--- config.mk ---
export PLATFORM = sky130hd
export DESIGN_NAME = four_bit_ds
export DESIGN_NICKNAME = d
export VERILOG_FILES = /design/src/rtl/four_bit_ds_pkg.sv /design/src/rtl/ds_sat_counter.sv /design/src/rtl/four_bit_ds.sv
export SDC_FILE = /design/constraint.sdc
export NUM_CORES = 1
export LEC_CHECK = 0
export CAP_MARGIN = 15
export CORE_ASPECT_RATIO = 0.7
export CORE_MARGIN = 3
export CORE_UTILIZATION = 30
export CTS_CLUSTER_DIAMETER = 200
export DETAILED_ROUTE_END_ITERATION = 10
export DONT_BUFFER_PORTS = 1
export GPL_ROUTABILITY_DRIVEN = 0
export SLEW_MARGIN = 20
export SYNTH_ARGS = -nofsm -noshare
export SYNTH_HDL_FRONTEND = slang
export SYNTH_HIERARCHICAL = 1
export SYNTH_SLANG_ARGS = --single-unit
--- constraint.sdc ---
create_clock -name clk -period 2.4 [get_ports clk]
set_clock_uncertainty 0.15 [all_clocks]
set_input_delay 0.6 -clock clk [delete_from_list [all_inputs] [get_ports clk]]
set_output_delay 0.6 -clock clk [all_outputs]
set_load 0.1 [all_outputs]
--- src/rtl/four_bit_ds_pkg.sv ---
// Shared definitions for the four-channel data selector: select encodings
// and the default counter width.
package four_bit_ds_pkg;

  localparam int unsigned CNT_W_DEF = 8;

  typedef enum logic [1:0] {
    SEL_A = 2'b00,
    SEL_B = 2'b01,
    SEL_C = 2'b10,
    SEL_D = 2'b11
  } sel_e;

endpackage

--- src/rtl/ds_sat_counter.sv ---
// Saturating up-counter with synchronous clear (priority over inc) and
// asynchronous active-high reset.
module ds_sat_counter #(
  parameter int unsigned CNT_W = four_bit_ds_pkg::CNT_W_DEF
) (
  input  logic             clk,
  input  logic             rst,
  input  logic             inc,
  input  logic             clr,
  output logic [CNT_W-1:0] cnt
);

  always_ff @(posedge clk or posedge rst) begin
    if (rst) begin
      cnt <= '0;
    end else if (clr) begin
      cnt <= '0;
    end else if (inc && (cnt != '1)) begin
      cnt <= cnt + 1'b1;
    end
  end

endmodule

--- src/rtl/four_bit_ds.sv ---
// Four-to-one data selector with registered output/select, select-change
// pulse and per-channel saturating selection counters.
module four_bit_ds
  import four_bit_ds_pkg::*;
#(
  parameter int unsigned CNT_W = CNT_W_DEF
) (
  input  logic             clk,
  input  logic             rst,
  input  logic             A,
  input  logic             B,
  input  logic             C,
  input  logic             D,
  input  logic             E0,
  input  logic             E1,
  input  logic             en,
  input  logic             clr,
  output logic             F,
  output logic             F_q,
  output logic [1:0]       sel_q,
  output logic             sel_chg,
  output logic [CNT_W-1:0] cnt_a,
  output logic [CNT_W-1:0] cnt_b,
  output logic [CNT_W-1:0] cnt_c,
  output logic [CNT_W-1:0] cnt_d
);

  sel_e sel;
  logic inc_a, inc_b, inc_c, inc_d;

  assign sel = sel_e'({E0, E1});

  // Pure combinational path: valid with no clock and during reset.
  always_comb begin
    F = 1'b0;
    unique case (sel)
      SEL_A: F = A;
      SEL_B: F = B;
      SEL_C: F = C;
      SEL_D: F = D;
    endcase
  end

  always_ff @(posedge clk or posedge rst) begin
    if (rst) begin
      F_q     <= 1'b0;
      sel_q   <= SEL_A;
      sel_chg <= 1'b0;
    end else begin
      F_q     <= F;
      sel_q   <= sel;
      sel_chg <= (sel != sel_q);
    end
  end

  assign inc_a = en && (sel == SEL_A);
  assign inc_b = en && (sel == SEL_B);
  assign inc_c = en && (sel == SEL_C);
  assign inc_d = en && (sel == SEL_D);

  ds_sat_counter #(.CNT_W(CNT_W)) u_cnt_a (
    .clk(clk), .rst(rst), .inc(inc_a), .clr(clr), .cnt(cnt_a)
  );
  ds_sat_counter #(.CNT_W(CNT_W)) u_cnt_b (
    .clk(clk), .rst(rst), .inc(inc_b), .clr(clr), .cnt(cnt_b)
  );
  ds_sat_counter #(.CNT_W(CNT_W)) u_cnt_c (
    .clk(clk), .rst(rst), .inc(inc_c), .clr(clr), .cnt(cnt_c)
  );
  ds_sat_counter #(.CNT_W(CNT_W)) u_cnt_d (
    .clk(clk), .rst(rst), .inc(inc_d), .clr(clr), .cnt(cnt_d)
  );

endmodule

==> run summary <==
### Power
• **part of the total power dissipated in the clock network** 36.7%
• **total chip power** 1.24 mW
• **power density over the cells** 472 nW/um2
• **share of total power consumed by net switching** 28.4%
• **Combinational Power Share** 13.3%
• **net switching component of the power** 353 uW
• **Int Power** 890 uW
• **sequential cell fraction of total power** 50.0%
• **Lkg Pwr** 1.25 nW
• **worst-case vdd ir drop** 0.000198 V

### STA
• **post-route clock period utilization** 88.0%
• **RSZ-0062 raised after global routing** no
• **slew of the pin with the lowest slew margin** 528 ps
• **setup-violating endpoint count in the final report** 0
• **remaining max-slew budget at the tightest pin** 64.8%
• **final slew viol count** 0
• **final setup TNS** 0 ps
• **number of hold-slack violations in the final timing report** 0
• **Final min period** 2110 ps
• **Fin Hold WS** 4.40 ps
• **worst-case setup margin in the final layout** 288 ps
• **maximum achievable frequency** 474 MHz

### Synthesis
• **unique cell type count in the Yosys netlist** 30
• **Ys Warns** 6
• **synthesis-stage register bit count** 36
• **share of synthesized area occupied by flip-flops and latches** 41.0%
• **synthesized netlist net count** 224
• **most instantiated flip-flop cell in the synthesis netlist** dfrtp_1
• **average size of a mapped cell** 10.5 um2
• **mapped cell area** 2200 um2
• **gate count after technology mapping** 210
• **EDFF count, synth** 0
• **fraction of synthesis flops using an asynchronous set or reset pin** 100%

### Floorplan
• **Horiz. Die Dim** 108 um
• **Core Footprint** 6910 um2
• **die span in y** 77.6 um
• **initial cell density of the core** 31.8%
• **placement row count** 25
• **I/O pin count** 47
• **floorplan die area** 8400 um2

### Final layout
• **relative area change from synthesis to final layout** 19.8%
• **fraction of final layout cells with drive strength greater than 1** 31.5%
• **final antenna diode count** 0
• **most common library cell in the layout ignoring fill and taps** buf_4
• **post-layout instance count excluding filler cells** 342
• **most frequent cells in the layout** 37 x buf_4, 36 x dfrtp_1, 18 x nand2_1
• **utilization after layout** 38.1%
• **Post-Layout Inst Area** 2630 um2
• **Nets** 261

### CTS
• **clock edge transition at the registers on the reported setup and hold paths** 80 ps
• **Num CTS Buffers** 5
• **later-pin clock latency in the skew report** 280 ps
• **Clock H-tree levels** 2
• **maximum number of buffers from clock root to sink** 2
• **number of hold buffers added after cts** 1
• **Clock Sinks** 36
• **root cell of the clock tree** clkbuf_8
• **CTS tree** yes
• **number of instances resized during post-cts repair** 0
• **buffers inserted during post-CTS setup optimization** 0

### GRT
• **total global routing overflow** 0
• **total global-route track usage** 11.9%
• **pin count of the biggest net entering global routing** 41
• **number of global-route vias before repair** 1568
• **first-pass GRT wire length** 7.97 mm
• **antenna violations before repair** 0

### Placement
• **DP Wirelength** 3.61 mm
• **pre-CTS setup slack** 287 ps
• **placed inst area** 2530 um2
• **total of buffers placed on input and output ports** 0
• **dpl cells** 333

### Setup path
• **arrival time reported for the critical path endpoint** 1360 ps
• **slowest stage delay, CP** 760 ps
• **type of destination of the critical path** primary output
• **data required time of the worst path** 1650 ps
• **CP max stage cell** mux4_2
• **list of cells traversed by the critical path** mux4_2
• **startpoint type of the worst setup path** primary input
• **critical path's top delay family** multiplexers
• **number of buffer and inverter stages on the critical path** 0
• **type of the worst setup path** primary input to primary output
• **critical-path maximum fanout** 7

### Route
• **wire per inst** 14.3 um
• **DRT antenna net count** 0
• **vias per inst** 4.85
• **vias after detailed routing** 1657
• **Total Wirelength** 4.88 mm
• **Detailed Route Iter0 Violations** 21
• **number of remaining DRC errors** 0
• **number of iterations in the first detailed-routing pass** 4

### Run status
• **run status** finished clean

### Min path
• **kind of path behind the tightest hold check** primary input to async pin

### Flow run
• **number of max-capacitance violations reported** 0

==> registers in the layout (all words and copies together) (netlist names) <==
register	flops
sel_q	2
u_cnt_a/cnt	8
u_cnt_c/cnt	8
u_cnt_d/cnt	8
sel_chg	1
F_q	1
u_cnt_b/cnt	8
==> cell families after synthesis <==
logic type                 after synthesis  synth area share, %
and+or+nand+nor                         94                 23.5
AOI/OAI and AO/OA                       36                 14.4
DFF                                     36                 41.0
muxes                                   21                 13.8
buffers and inverters                   17                 4.27
adders and majority gates                4                 2.28
xor gates and xnor gates                 2                0.797
==> final timing paths <==
| path | start | end | slack (ps) | cells past startpoint |
|---|---|---|---|---|
| max reg2reg | u_cnt_b/cnt[0]$_DFFE_PP0P_ | u_cnt_b/cnt[5]$_DFFE_PP0P_ | 600 | 4 |
| min | rst | u_cnt_b/cnt[6]$_DFFE_PP0P_ | 4 | 1 |
| min in group clk | E1 | sel_q[0]$_DFF_PP0_ | 190 | 0 |
| max in group asynchronous | rst | F_q$_DFF_PP0_ | 1430 | 2 |
| min reg2reg | u_cnt_c/cnt[1]$_DFFE_PP0P_ | u_cnt_c/cnt[1]$_DFFE_PP0P_ | 430 | 2 |
| max | E1 | F | 290 | 1 |
==> final cells by class <==
class                           count  area (um2)
Clock buffer                        8        90.1
Inverter                            9        33.8
Tap cell                           94         118
Multi-Input combinational cell    157        1200
Timing Repair Buffer               38         288
Fill cell                         690        4280
Sequential cell                    36         901
==> routing by layer <==
metal	track usage, %	up-vias	wire (um)
li1	-	826	-
met1	17.1	805	2410
met2	17.9	24	2200
met3	3.41	2	254
met4	2.27	0	12
met5	0	-	0
==> worst reg2reg max path, stage by stage, from the launching register on <==
cell	delay (ps)
dfrtp_1	430
ha_1	270
and3_1	260
a211oi_2	270
mux2_4	320
==> cells in the mapped netlist (8+ instances only) <==
cell type,number,area [um2]
nand2_1,18,67.6
a21oi_1,8,40.0
inv_1,9,33.8
nand4_1,8,50.1
dfrtp_1,36,901
nand3_1,8,40.0
nor2_1,17,63.8
mux2_4,16,240
a21oi_2,8,70.1
nor2b_1,16,100
==> power groups by stage <==
stage	registers [mW]	clock network, mW	logic (mW)
2_1_floorplan	0.707	0	0.0695
3_3_place_gp	0.633	0	0.165
3_5_place_dp	0.634	0	0.166
4_1_cts	0.621	0.482	0.168
5_1_grt	0.623	0.511	0.176
6_report	0.621	0.456	0.166
Power figures use the tool's default switching activity.
